### src/rtl/axil_ram_arb.sv
// axil_ram_arb: two-port AXI4-Lite arbiter serializing whole transactions onto one RAM slave port
module axil_ram_arb #(
    parameter int DATA_WIDTH  = 32,
    parameter int ADDR_WIDTH  = 16,
    parameter int STRB_WIDTH  = DATA_WIDTH / 8,
    parameter int ROUND_ROBIN = 1
) (
    input  logic                  clk,
    input  logic                  rst,
    input  logic [ADDR_WIDTH-1:0] s0_axil_awaddr,
    input  logic [2:0]            s0_axil_awprot,
    input  logic                  s0_axil_awvalid,
    output logic                  s0_axil_awready,
    input  logic [DATA_WIDTH-1:0] s0_axil_wdata,
    input  logic [STRB_WIDTH-1:0] s0_axil_wstrb,
    input  logic                  s0_axil_wvalid,
    output logic                  s0_axil_wready,
    output logic [1:0]            s0_axil_bresp,
    output logic                  s0_axil_bvalid,
    input  logic                  s0_axil_bready,
    input  logic [ADDR_WIDTH-1:0] s0_axil_araddr,
    input  logic [2:0]            s0_axil_arprot,
    input  logic                  s0_axil_arvalid,
    output logic                  s0_axil_arready,
    output logic [DATA_WIDTH-1:0] s0_axil_rdata,
    output logic [1:0]            s0_axil_rresp,
    output logic                  s0_axil_rvalid,
    input  logic                  s0_axil_rready,
    input  logic [ADDR_WIDTH-1:0] s1_axil_awaddr,
    input  logic [2:0]            s1_axil_awprot,
    input  logic                  s1_axil_awvalid,
    output logic                  s1_axil_awready,
    input  logic [DATA_WIDTH-1:0] s1_axil_wdata,
    input  logic [STRB_WIDTH-1:0] s1_axil_wstrb,
    input  logic                  s1_axil_wvalid,
    output logic                  s1_axil_wready,
    output logic [1:0]            s1_axil_bresp,
    output logic                  s1_axil_bvalid,
    input  logic                  s1_axil_bready,
    input  logic [ADDR_WIDTH-1:0] s1_axil_araddr,
    input  logic [2:0]            s1_axil_arprot,
    input  logic                  s1_axil_arvalid,
    output logic                  s1_axil_arready,
    output logic [DATA_WIDTH-1:0] s1_axil_rdata,
    output logic [1:0]            s1_axil_rresp,
    output logic                  s1_axil_rvalid,
    input  logic                  s1_axil_rready,
    output logic [ADDR_WIDTH-1:0] m_axil_awaddr,
    output logic [2:0]            m_axil_awprot,
    output logic                  m_axil_awvalid,
    input  logic                  m_axil_awready,
    output logic [DATA_WIDTH-1:0] m_axil_wdata,
    output logic [STRB_WIDTH-1:0] m_axil_wstrb,
    output logic                  m_axil_wvalid,
    input  logic                  m_axil_wready,
    input  logic [1:0]            m_axil_bresp,
    input  logic                  m_axil_bvalid,
    output logic                  m_axil_bready,
    output logic [ADDR_WIDTH-1:0] m_axil_araddr,
    output logic [2:0]            m_axil_arprot,
    output logic                  m_axil_arvalid,
    input  logic                  m_axil_arready,
    input  logic [DATA_WIDTH-1:0] m_axil_rdata,
    input  logic [1:0]            m_axil_rresp,
    input  logic                  m_axil_rvalid,
    output logic                  m_axil_rready
);
    typedef enum logic [2:0] {IDLE, WADDR, WRESP, RADDR, RRESP} state_t;

    state_t r_state;
    logic   r_grant, r_last, r_aw_done, r_w_done;

    logic w_wreq0, w_wreq1, w_req0, w_req1, w_win, w_win_wr;
    logic w_waddr, w_wresp, w_raddr, w_rresp;
    logic w_aw_hs, w_w_hs, w_b_hs, w_ar_hs, w_r_hs;

    // a port requests a write only when both address and data are offered; writes beat reads
    assign w_wreq0  = s0_axil_awvalid && s0_axil_wvalid;
    assign w_wreq1  = s1_axil_awvalid && s1_axil_wvalid;
    assign w_req0   = w_wreq0 || s0_axil_arvalid;
    assign w_req1   = w_wreq1 || s1_axil_arvalid;
    assign w_win    = (w_req0 && w_req1) ? (ROUND_ROBIN != 0 ? !r_last : 1'b0) : w_req1;
    assign w_win_wr = w_win ? w_wreq1 : w_wreq0;

    // reset gating keeps every handshake signal low while rst is held
    assign w_waddr = !rst && r_state == WADDR;
    assign w_wresp = !rst && r_state == WRESP;
    assign w_raddr = !rst && r_state == RADDR;
    assign w_rresp = !rst && r_state == RRESP;

    assign m_axil_awaddr  = r_grant ? s1_axil_awaddr : s0_axil_awaddr;
    assign m_axil_awprot  = r_grant ? s1_axil_awprot : s0_axil_awprot;
    assign m_axil_wdata   = r_grant ? s1_axil_wdata : s0_axil_wdata;
    assign m_axil_wstrb   = r_grant ? s1_axil_wstrb : s0_axil_wstrb;
    assign m_axil_araddr  = r_grant ? s1_axil_araddr : s0_axil_araddr;
    assign m_axil_arprot  = r_grant ? s1_axil_arprot : s0_axil_arprot;
    assign m_axil_awvalid = w_waddr && !r_aw_done && (r_grant ? s1_axil_awvalid : s0_axil_awvalid);
    assign m_axil_wvalid  = w_waddr && !r_w_done && (r_grant ? s1_axil_wvalid : s0_axil_wvalid);
    assign m_axil_bready  = w_wresp && (r_grant ? s1_axil_bready : s0_axil_bready);
    assign m_axil_arvalid = w_raddr && (r_grant ? s1_axil_arvalid : s0_axil_arvalid);
    assign m_axil_rready  = w_rresp && (r_grant ? s1_axil_rready : s0_axil_rready);

    assign s0_axil_awready = w_waddr && !r_grant && !r_aw_done && m_axil_awready;
    assign s0_axil_wready  = w_waddr && !r_grant && !r_w_done && m_axil_wready;
    assign s0_axil_bvalid  = w_wresp && !r_grant && m_axil_bvalid;
    assign s0_axil_arready = w_raddr && !r_grant && m_axil_arready;
    assign s0_axil_rvalid  = w_rresp && !r_grant && m_axil_rvalid;
    assign s1_axil_awready = w_waddr && r_grant && !r_aw_done && m_axil_awready;
    assign s1_axil_wready  = w_waddr && r_grant && !r_w_done && m_axil_wready;
    assign s1_axil_bvalid  = w_wresp && r_grant && m_axil_bvalid;
    assign s1_axil_arready = w_raddr && r_grant && m_axil_arready;
    assign s1_axil_rvalid  = w_rresp && r_grant && m_axil_rvalid;
    assign s0_axil_bresp   = m_axil_bresp;
    assign s1_axil_bresp   = m_axil_bresp;
    assign s0_axil_rdata   = m_axil_rdata;
    assign s1_axil_rdata   = m_axil_rdata;
    assign s0_axil_rresp   = m_axil_rresp;
    assign s1_axil_rresp   = m_axil_rresp;

    assign w_aw_hs = m_axil_awvalid && m_axil_awready;
    assign w_w_hs  = m_axil_wvalid && m_axil_wready;
    assign w_b_hs  = m_axil_bvalid && m_axil_bready;
    assign w_ar_hs = m_axil_arvalid && m_axil_arready;
    assign w_r_hs  = m_axil_rvalid && m_axil_rready;

    // transaction sequencer: grant in IDLE, then hold the grant until the response handshake
    always_ff @(posedge clk) begin
        if (rst) begin
            r_state   <= IDLE;
            r_grant   <= 1'b0;
            r_last    <= 1'b1;
            r_aw_done <= 1'b0;
            r_w_done  <= 1'b0;
        end else begin
            case (r_state)
                IDLE: if (w_req0 || w_req1) begin
                    r_grant <= w_win;
                    r_last  <= w_win;
                    r_state <= w_win_wr ? WADDR : RADDR;
                end
                WADDR: if ((r_aw_done || w_aw_hs) && (r_w_done || w_w_hs)) begin
                    r_aw_done <= 1'b0;
                    r_w_done  <= 1'b0;
                    r_state   <= WRESP;
                end else begin
                    if (w_aw_hs) r_aw_done <= 1'b1;
                    if (w_w_hs) r_w_done <= 1'b1;
                end
                WRESP: if (w_b_hs) r_state <= IDLE;
                RADDR: if (w_ar_hs) r_state <= RRESP;
                RRESP: if (w_r_hs) r_state <= IDLE;
                default: r_state <= IDLE;
            endcase
        end
    end
endmodule

### config.mk
export PLATFORM = sky130hd
export DESIGN_NAME = axil_ram_arb
export DESIGN_NICKNAME = d
export VERILOG_FILES = /design/src/rtl/axil_ram_arb.sv
export SDC_FILE = /design/constraint.sdc
export NUM_CORES = 1
export LEC_CHECK = 0
export BUFFER_PORTS_ARGS = -buffer_cell sky130_fd_sc_hd__buf_2
export CORE_AREA = 2 2 140 142
export CTS_CLUSTER_SIZE = 12
export DETAILED_ROUTE_END_ITERATION = 8
export DIE_AREA = 0 0 142 144
export HOLD_SLACK_MARGIN = 0.15
export PLACE_DENSITY = 0.39
export REMOVE_ABC_BUFFERS = 1
export SYNTH_ARGS = -nofsm -noshare
export SYNTH_HDL_FRONTEND = slang
export SYNTH_SLANG_ARGS = --single-unit
export TNS_END_PERCENT = 50
### constraint.sdc
create_clock -name clk -period 4.06 [get_ports clk]
set_input_delay 0.812 -clock clk [delete_from_list [all_inputs] [get_ports clk]]
set_output_delay 0.812 -clock clk [all_outputs]
set_load 0.01 [all_outputs]
## After elaboration in Yosys (flattened, before gate mapping)

Cells that the tools add are included.

- Mux-type cells: 24
- Reduce and logical (&&, ||, !) cells: 59
- Equality and inequality tests: 9

Operators by type and width:

| kind | count |
|---|---|
| 1-bit logical AND | 42 |
| 16-bit two-way mux | 2 |
| 32-bit two-way mux | 1 |
| 3-bit two-way mux | 7 |
| 3-bit case mux with 5 select lines | 1 |
| 1-bit two-way mux | 11 |
| 2-bit inequality test, second input constant | 4 |
| 3-bit by 2-bit equality test with 1-bit output, second input constant | 2 |
| 2-bit AND reduction | 3 |
| 1-bit logical NOT | 5 |
| 1-bit logical OR | 5 |
| 5-bit AND reduction | 1 |
| 4-bit two-way mux | 1 |
| 2-bit nonzero test | 2 |
| 3-bit by 1-bit equality test with 1-bit output, second input constant | 1 |
| 3-bit equality test, second input constant | 1 |
| 3-bit logical NOT | 1 |
| 2-bit two-way mux | 1 |
| 2-bit by 1-bit inequality test with 1-bit output, second input constant | 1 |

- Word-level logic and storage cells: 97
- Input port bits: 201
- Output and inout bits: 161
- Bits in registers: 7

## Longest topological paths before layout

Gate-level depths: netlist of run 1.

- Depth in word-level cells: 9
- Depth in mapped cells: 5
- Gate-level depth less buffers: 4

## Least setup slack after synthesis of run 1

Ideal clock, no wire load.

- Path type: input-to-output
- Start: input rst
- End: output s0_axil_awready
- Arrival: 1,639 ps
- Stages: 3
- Buffers on the path: 0
- Required time: 3,248 ps
- Setup slack: 1,609 ps
- Cell sequence: nor2b_1 -> nand2_1 -> nor4b_1

- Longest elaborated chain between the ends: 5

RTL lines:

| what | line | text |
|---|---|---|
| from (decl) | 9 | `input logic rst,` |
| 1-bit logical NOT | 86 | `assign w_waddr = !rst && r_state == WADDR;` |
| 1-bit logical AND | 86 |  |
| 1-bit logical AND (3 in series) | 103 | `assign s0_axil_awready = w_waddr && !r_grant && !r_aw_done && m_axil_awready;` |
| to (decl) | 13 | `output logic s0_axil_awready,` |

No other way between the ends.

## Final worst setup path of run 1

- Start: register r_grant
- End: output m_axil_wdata[4]

- Longest elaborated chain between the ends: 1

RTL lines:

| what | line | text |
|---|---|---|
| from (decl) | 71 | `logic r_grant, r_last, r_aw_done, r_w_done;` |
| from (signal assigned) | 137 | `r_grant <= w_win;` |
| 32-bit two-way mux | 93 | `assign m_axil_wdata = r_grant ? s1_axil_wdata : s0_axil_wdata;` |
| to (decl) | 52 | `output logic [DATA_WIDTH-1:0] m_axil_wdata,` |

No other way between the ends.

==> qor.csv, run 1 <==
metric,value,unit
status,completed,
post_cts_buffers,0,
ant_nets,0,
antenna_found_initial,1,
crit_type,reg -> out,
cts_max_level,1,
die_w,142,um
yosys.cell_types.count,33,
io-pin-count,362,
max_slew.worst_pin.slew,0.6328,ns
yosys_warnings,0,
seq_power_share,16.4,%
post-route-drc-count,0,
finalHoldViolations,0,
wl_per_cell,17.53,um
rows,51,
drive_gt1_share,82.08,%
post_cts_resized,0,
min_period_over_period,68.46,%
drv_cap,0,
mappedNetlistArea,2039,sq um
ctsLongestPathBuffers,2,
vias_per_cell,3.701,
tns,0,ns
grt.total_usage,9.679,%
start_kind,flop,
cts_hold_buf,0,
power.density,308.1,nW/um^2
die_y,144,um
synth_top_area_share,43.07,%
start_util,10.69,%
overflow,0,
synth_edf_count,0,
slew_violations,0,
place_inst,647,
slew-limit-headroom,57.81,%
drtPass1Iterations,4,
cts_num_sinks,7,
yosys.area.top_type,mux2_2,
cp.arrival,1.97,ns
gp_congestion,0.6771,
nNetsFinal,615,
yosys-top-cells-area,"mux2_2 (43%), buf_4 (27%), dfxtp_1 (6.9%), nor2_1 (2.8%), buf_2 (2.2%)",
io_buffers,253,
place_hpwl,9.818,mm
critPathMaxFanout,46,
fin_crit,2.780,ns
skew,0.003146,ns
yosys_register_bits,7,
insertion_delay,0.23,ns
syn_area_per_cell,8.533,sq um
peakVddDrop,0.1200,mV
wirelength,11.43,mm
drt_iter0_drc,67,
core_area,19080,sq um
synth_async_sr_flop_share,0,%
grt_max_degree,47,
die_area,20450,sq um
cts_tree,yes,
clkPwrFrac,17.9,%
stdcell_count,652,
dominantRegCellSynth,dfxtp_1,
root_buffer,clkbuf_16,
endpoint_kind,output port,
p_leak,0.001551,uW
hold_slack,0.5837,ns
grt_first_pass_wirelength,14.54,mm
numCtsBuffers,3,
hp-class,reg -> reg,
p_sw_share,40.82,%
comb_power_share,65.7,%
grt_pass1_vias,2229,
power.internal,564.4,uW
p_sw,389.3,uW
setup_violations,0,
crit_required,3.25,ns
syn_inst,239,
via_count,2413,
clkTransAtPathRegs,0.04,ns
yosysSeqAreaShare,6.871,%
clock.fmax,0.3598,GHz
rsz0062_at_grt,no,
area_growth,51.78,%
## flip-flops by register name, indices dropped and copies added (netlist names)
signal     flops
r_state        3
r_aw_done      1
r_grant        1
r_last         1
r_w_done       1
## worst max-delay path, stage by stage (launching register included)
cell and delay, ns:
dfxtp_4 0.74, buf_4 0.42, mux2_2 0.39, buf_2 0.14
## metal layers
layer	part of all wire [%]	wire (um)	GRT usage [%]
met1	41	4632	11.81
met2	42	4825	13.76
met3	16	1886	6.921
met4	0.38	43	1.053
met5	0.38	44	4.762
## cells by family (layout without fill, tap and decap cells)
kind of cell	Yosys count	in the layout	share of synthesized area [%]
buffers and inverters	87	261	30.18
DFF	7	7	6.871
other	0	1	0
and+or+nand+nor	48	48	12.82
muxes	79	79	43.56
AOI/OAI and AO/OA	18	18	6.564
## cell type report
| class | instances | area (sq um) |
|---|---|---|
| repair buffers | 255 | 1281 |
| clock buffers | 4 | 78.83 |
| diodes | 1 | 2.502 |
| flip-flops and latches | 7 | 143.9 |
| fillers | 2205 | 15980 |
| inverters | 2 | 7.507 |
| multi-input cells | 145 | 1284 |
| well taps | 238 | 297.8 |
## power by group through the flow
| stage | combinational (uW) | sequential, uW | clock (uW) |
|---|---|---|---|
| 2_1_floorplan | 367 | 157 | 0 |
| 3_3_place_gp | 637 | 162 | 0 |
| 3_5_place_dp | 630 | 160 | 0 |
| 4_1_cts | 634 | 160 | 172 |
| 5_1_grt | 689 | 167 | 176 |
| 6_report | 627 | 157 | 170 |
## layout by cell type (no fill, tap or decap), drive strengths merged, types with 3 or more instances in the layout
master / instances
mux2: 78
dfxtp: 7
buf: 255
and3: 3
a21oi: 3
nor3: 4
a31oi: 3
nor2: 15
clkbuf: 4
nor2b: 4
nor4b: 5
nand2: 8
nand3: 4
## path summary, 6_finish.rpt
kind / end / slack, ns / cells after the start / startpoint
worst min-delay path: r_last / 0.58 / 1 / r_last
worst min register to register: r_last / 0.58 / 1 / r_last
worst max-delay path: m_axil_wdata[4] / 1.28 / 3 / r_grant
worst max register to register: r_state[0] / 2.06 / 4 / r_grant
## synth_stat cells (2+ instances only)
| cell | count |
|---|---|
| inv_1 | 2 |
| or3_1 | 2 |
| nor4b_1 | 4 |
| a31oi_1 | 2 |
| nor3_1 | 4 |
| and3_1 | 3 |
| nor2b_1 | 4 |
| mux2_2 | 78 |
| a21oi_1 | 3 |
| nand2_1 | 8 |
| a211oi_1 | 2 |
| buf_4 | 72 |
| clkbuf_1 | 3 |
| nor2_1 | 15 |
| nor4_1 | 2 |
| nand3_1 | 4 |
| dfxtp_1 | 7 |
| buf_2 | 9 |
## through the flow
stage	setup slack, ns	area (sq um)	power, uW	utilization (%)
after floorplan	0.2113	1431	523.3	-
after global placement	1.372	3014	799.0	15.80
after detailed placement	1.296	3014	789.6	15.80
after CTS	1.255	3093	966.3	16.21
after global routing	1.166	3093	1032	16.21
final	1.280	3095	953.7	16.22
Note: power is estimated with default switching activity, not from simulation.
==> run 2: changes to the inputs <==
--- a/config.mk
+++ b/config.mk
@@ -5,11 +5,12 @@
 export SDC_FILE = /design/constraint.sdc
 export NUM_CORES = 1
 export LEC_CHECK = 0
+export ABC_AREA = 1
 export BUFFER_PORTS_ARGS = -buffer_cell sky130_fd_sc_hd__buf_2
-export CORE_AREA = 2 2 140 142
+export CORE_AREA = 2 2 141 143
 export CTS_CLUSTER_SIZE = 12
 export DETAILED_ROUTE_END_ITERATION = 8
-export DIE_AREA = 0 0 142 144
+export DIE_AREA = 0 0 143 145
 export HOLD_SLACK_MARGIN = 0.15
 export PLACE_DENSITY = 0.39
 export REMOVE_ABC_BUFFERS = 1
==> constraint.sdc (replaced) <==
create_clock -name clk -period 2.87 [get_ports clk]
set_input_delay 0.574 -clock clk [delete_from_list [all_inputs] [get_ports clk]]
set_output_delay 0.574 -clock clk [all_outputs]
set_load 0.01 [all_outputs]
==> run 2 against run 1 <==
Net effect:
- final cell count up 32%
- largest cell class is now non-clock buffers
- routed wire length grew 41%
- utilization up 0.19 points
- global-route usage increased by 4.6 points
- register-to-register slack got worse by 0.97 ns
- highest routed layer unchanged
- worst setup slack got worse by 0.66 ns
==> qor.csv, run 2 <==
metric,value,unit,change
hold_slack,0.4696,ns,-0.1141 ns
p_total,1553,uW,+63%
io-pin-count,362,,unchanged
start_kind,flop,,
cp.arrival,1.68,ns,-0.29 ns
synth_edf_count,0,,unchanged
fin_crit,2.253,ns,
p_leak,0.001998,uW,+29%
mappedNetlistArea,2047,sq um,+0.37%
skew,0.002311,ns,-0.0008356 ns
vias_per_cell,3.688,,-0.36%
ant_nets,0,,unchanged
synth_top_area_share,45.29,%,+2.2 points
peakVddDrop,0.1967,mV,+64%
ctsLongestPathBuffers,2,,unchanged
yosys-top-cells-area,"nand2_1 (45%), buf_4 (26%), dfxtp_1 (6.8%), inv_1 (3.7%), nor3_1 (2.9%)",,
grt_max_degree,45,,-4.3%
largest_reg_flops,3,,unchanged
tns,0,ns,unchanged
slew_violations,0,,unchanged
stdcell_count,858,,+32%
status,completed,,
gp_congestion,0.8581,,+27%
yosysMostFrequentCell,nand2_1,,
placed_area,3063,sq um,+1.6%
overflow,0,,unchanged
multi_input_area,1212,sq um,-5.6%
min_period_over_period,78.52,%,
area_growth,53.97,%,
drive_gt1_share,44.99,%,-37 points
yosys.cell_types.count,20,,-39%
final_common_cell,buf_2,,
syn_area_per_cell,4.897,sq um,-43%
grt.total_usage,14.28,%,+4.6 points
nNetsFinal,791,,+29%
ff_latch_area,143.9,sq um,unchanged
drtPass1Iterations,5,,+1
post-route-drc-count,0,,unchanged
max_slew.worst_pin.slew,0.4731,ns,-0.1597 ns
cts_max_level,1,,unchanged
wl_per_cell,18.76,um,+7.0%
fin_area,3152,sq um,+1.8%
endpoint_kind,output port,,
cts_hold_buf,0,,unchanged
yosys_warnings,0,,unchanged
place_hpwl,14.43,mm,+47%
die_area,20740,sq um,+1.4%
clkTransAtPathRegs,0.04,ns,about the same
synth_top_cells_by_count,"nand2_1 (247), buf_4 (72), inv_1 (20), clkbuf_1 (12), nor3_1 (12)",,
drv_cap,0,,unchanged
finalHoldViolations,0,,unchanged
cts_tree,yes,,
crit_type,reg -> out,,
root_buffer,clkbuf_16,,
rsz0062_at_grt,no,,
numCtsBuffers,3,,unchanged
start_util,10.66,%,-0.032 points
setup_violations,0,,unchanged
grt_pass1_vias,3029,,+36%
yosysSeqAreaShare,6.846,%,-0.025 points
drt_iter0_drc,117,,+75%
top_register,r_state,,
slew-limit-headroom,68.46,%,+11 points
rows,51,,unchanged
crit_required,2.30,ns,-0.95 ns
power.density,492.9,nW/um^2,+60%
fill_cells,2295,,+4.1%
hp-class,reg -> reg,,
syn_inst,418,,+75%
dominantRegCellSynth,dfxtp_1,,
post_cts_resized,0,,unchanged
post_cts_buffers,0,,unchanged
die_w,143,um,+0.70%
wirelength,16.10,mm,+41%
core_area,19210,sq um,+0.67%
via_count,3164,,+31%
grt_first_pass_wirelength,21.04,mm,+45%
cts_num_sinks,7,,unchanged
die_y,145,um,+0.69%
critPathMaxFanout,38,,-17%
antenna_found_initial,8,,+7
yosys_register_bits,7,,unchanged
yosys.area.top_type,nand2_1,,
synth_async_sr_flop_share,0,%,unchanged
place_inst,850,,+31%
layout_common_cells,"buf_2 (253), nand2_1 (247), inv_1 (20), nor3_1 (12), nor2_1 (11)",,
insertion_delay,0.23,ns,about the same
clock.fmax,0.4438,GHz,
io_buffers,253,,unchanged
-- run 2: routing by layer --
layer	share of wire (%)	track usage, %
met3	25	16.14
met4	0.18	0.5941
met2	41	21.96
met5	0.13	2.005
met1	33	13.25
-- run 2: power breakdown --
part | switching (uW) | total [uW] | leakage [uW] | internal, uW
clock network | 52.3 | 237 | 0.0000382 | 185
registers | 46.7 | 171 | 0.0000582 | 124
logic | 713 | 1150 | 0.00190 | 432
-- run 2: worst paths after layout --
path,depth (start not counted),start,slack [ns],to
worst max-delay path,6,r_grant,0.62,m_axil_bready
worst min-delay path,2,r_last,0.47,r_last
worst max register to register,12,r_grant,1.09,r_state[0]
worst min register to register,2,r_last,0.47,r_last
-- run 2: cell type report --
type	instances	share of cell area (%)
well taps	265	10.52
inverters	21	2.501
flip-flops and latches	7	4.565
multi-input cells	300	38.47
clock buffers	4	2.501
diodes	4	0.3176
repair buffers	257	41.13
-- run 2: kinds of logic (layout without fill, tap and decap cells) --
logic type	count (synthesis)	count (layout)	synth area share [%]
AND/OR/NAND/NOR	287	287	55.44
flip-flops	7	7	6.846
AO/OA/AOI/OAI	13	13	3.790
other	0	4	0
buffers and inverters	111	282	33.92
-- run 2: worst max-delay path, stage by stage (launching register included) --
cell and delay (ns):
dfxtp_4 0.41, inv_2 0.08, buf_4 0.33, nand2_1 0.11, nand2_1 0.09, nor3b_1 0.22, buf_2 0.18
-- run 2: metrics by stage --
stage          setup slack (ns)  utilization [%]
6_report                 0.6165            16.41
5_1_grt                  0.3970            16.36
4_1_cts                  0.5073            16.36
3_5_place_dp             0.7655            15.95
3_3_place_gp             0.8661            15.95
2_1_floorplan           -0.8372                -
==> run 3: changes to the inputs <==
--- a/config.mk
+++ b/config.mk
@@ -5,12 +5,12 @@
 export SDC_FILE = /design/constraint.sdc
 export NUM_CORES = 1
 export LEC_CHECK = 0
-export ABC_AREA = 1
+export ABC_AREA = 0
 export BUFFER_PORTS_ARGS = -buffer_cell sky130_fd_sc_hd__buf_2
-export CORE_AREA = 2 2 141 143
+export CORE_AREA = 2 2 140 142
 export CTS_CLUSTER_SIZE = 12
 export DETAILED_ROUTE_END_ITERATION = 8
-export DIE_AREA = 0 0 143 145
+export DIE_AREA = 0 0 142 144
 export HOLD_SLACK_MARGIN = 0.15
 export PLACE_DENSITY = 0.39
 export REMOVE_ABC_BUFFERS = 1
==> constraint.sdc (replaced) <==
create_clock -name clk -period 2.2 [get_ports clk]
set_input_delay 0.44 -clock clk [delete_from_list [all_inputs] [get_ports clk]]
set_output_delay 0.44 -clock clk [all_outputs]
set_load 0.01 [all_outputs]
==> run 3 against run 2 <==
Net effect:
- critical path depth down 2
- utilization up 0.064 points
- sequential power up 43%
==> qor.csv, run 3 (synthesis gave the netlist of run 1 again) <==
metric,value,unit,change
cts_max_level,1,,unchanged
peakVddDrop,0.3024,mV,+54%
drt_iter0_drc,63,,-46%
grt_first_pass_wirelength,14.41,mm,-31%
finalHoldViolations,0,,unchanged
place_inst,650,,-24%
io_buffers,253,,unchanged
endpoint,s0_axil_wready,,
grt_pass1_vias,2159,,-29%
clock.fmax,0.5065,GHz,
post-route-drc-count,0,,unchanged
crit_required,1.76,ns,-0.54 ns
slew_violations,0,,unchanged
numCtsBuffers,3,,unchanged
power.density,573.0,nW/um^2,+16%
start_kind,flop,,
vias_per_cell,3.689,,about the same
gp_congestion,0.6771,,-21%
status,completed,,
cts_num_sinks,7,,unchanged
via_count,2416,,-24%
rrSetupSlack,0.49,ns,-0.60 ns
area_growth,54.11,%,about the same
largest_reg_flops,3,,unchanged
wl_per_cell,17.44,um,-7.1%
r2r-end,r_state[1],,
drtPass1Iterations,4,,-1
rows,51,,unchanged
ctsLongestPathBuffers,2,,unchanged
placed_area,3062,sq um,about the same
drv_cap,0,,unchanged
core_area,19080,sq um,-0.66%
min_period_over_period,89.74,%,
cts_hold_buf,0,,unchanged
post_cts_resized,0,,unchanged
rsz0062_at_grt,no,,
wirelength,11.42,mm,-29%
die_w,142,um,-0.70%
layout_common_cells,"buf_2 (253), mux2_2 (78), nor2_1 (15), nand2_1 (8), dfxtp_1 (6)",,
clkTransAtPathRegs,0.04,ns,about the same
critical_path.startpoint,r_state[0],,
start_util,10.69,%,+0.032 points
nNetsFinal,618,,-22%
place_hpwl,9.959,mm,-31%
p_leak,0.001573,uW,-21%
slowest_delay,0.50,ns,+0.09 ns
antenna_found_initial,1,,-7
top_register,r_state,,
holdCritStartpoint,rst,,
tns,0,ns,unchanged
p_total,1801,uW,+16%
setup_violations,0,,unchanged
insertion_delay,0.23,ns,about the same
io-pin-count,362,,unchanged
grt_max_degree,30,,-33%
skew,0.002636,ns,+0.0003251 ns
crit_chain,nor2b_1 -> nand2_1 -> nor4b_1 -> buf_2,,
cp.arrival,1.53,ns,-0.15 ns
rr_worst_depth,4,,-8
root_buffer,clkbuf_16,,
die_area,20450,sq um,-1.4%
fin_util,16.47,%,+0.064 points
fin_crit,1.974,ns,
fin_area,3143,sq um,-0.28%
post_cts_buffers,0,,unchanged
final_common_cell,buf_2,,
rr_startpoint,r_state[0],,
die_y,144,um,-0.69%
slew-limit-headroom,70.74,%,+2.3 points
stdcell_count,655,,-24%
cts_tree,yes,,
hp-class,in -> reg,,
cp_slowest_cell,dfxtp_1,,
endpoint_kind,output port,,
crit_type,reg -> out,,
ant_nets,0,,unchanged
max_slew.worst_pin.slew,0.4278,ns,-0.04532 ns
overflow,0,,unchanged
critPathMaxFanout,10,,-74%
grt.total_usage,9.579,%,-4.7 points
drive_gt1_share,82.21,%,+37 points
run 3: critical path: cells and delay by family (launching register included):
family                 cells  cell delay, ns
AND/OR/NAND/NOR            3            0.62
buffers and inverters      1            0.18
flip-flops                 1            0.50
run 3: area by class of cell:
class                           count  area (sq um)
Tap cell                          238         297.8
Timing Repair Buffer              258          1329
Clock buffer                        4         78.83
Inverter                            2         7.507
Multi-Input combinational cell    145          1284
Fill cell                        2191         15940
Sequential cell                     7         143.9
Antenna cell                        1         2.502
run 3: worst min-delay path by stage:
stage	to	slack (ns)	cells after the start
after floorplan	r_last	0.51	1
after global placement	r_last	0.57	1
after detailed placement	r_last	0.55	1
after CTS	r_state[2]	0.55	2
after global routing	r_state[2]	0.57	2
final	r_state[2]	0.55	2
run 3: where the power goes:
part | leakage [uW] | total, uW | internal [uW] | switching, uW
Combinational | 0.00148 | 1250 | 678 | 568
Sequential | 0.0000582 | 245 | 160 | 85.0
Clock | 0.0000382 | 310 | 241 | 69.0
Total | 0.00157 | 1800 | 1080 | 722
run 3: per-layer routing:
metal | track usage (%) | vias to the layer above | wire length [um]
met3 | 7.086 | 0 | 1766
met2 | 13.30 | 206 | 4775
met5 | 5.263 | - | 0
met1 | 11.86 | 1076 | 4878
li1 | - | 1134 | -
met4 | 0.7368 | 0 | 0
run 3: per-stage QoR:
step | setup WS (ns) | hold slack [ns]
global placement | 0.3782 | 0.5741
CTS | 0.1937 | 0.5461
detailed placement | 0.3520 | 0.5473
global route | 0.02319 | 0.5651
floorplan | -1.277 | 0.5057
finish | 0.2256 | 0.5463
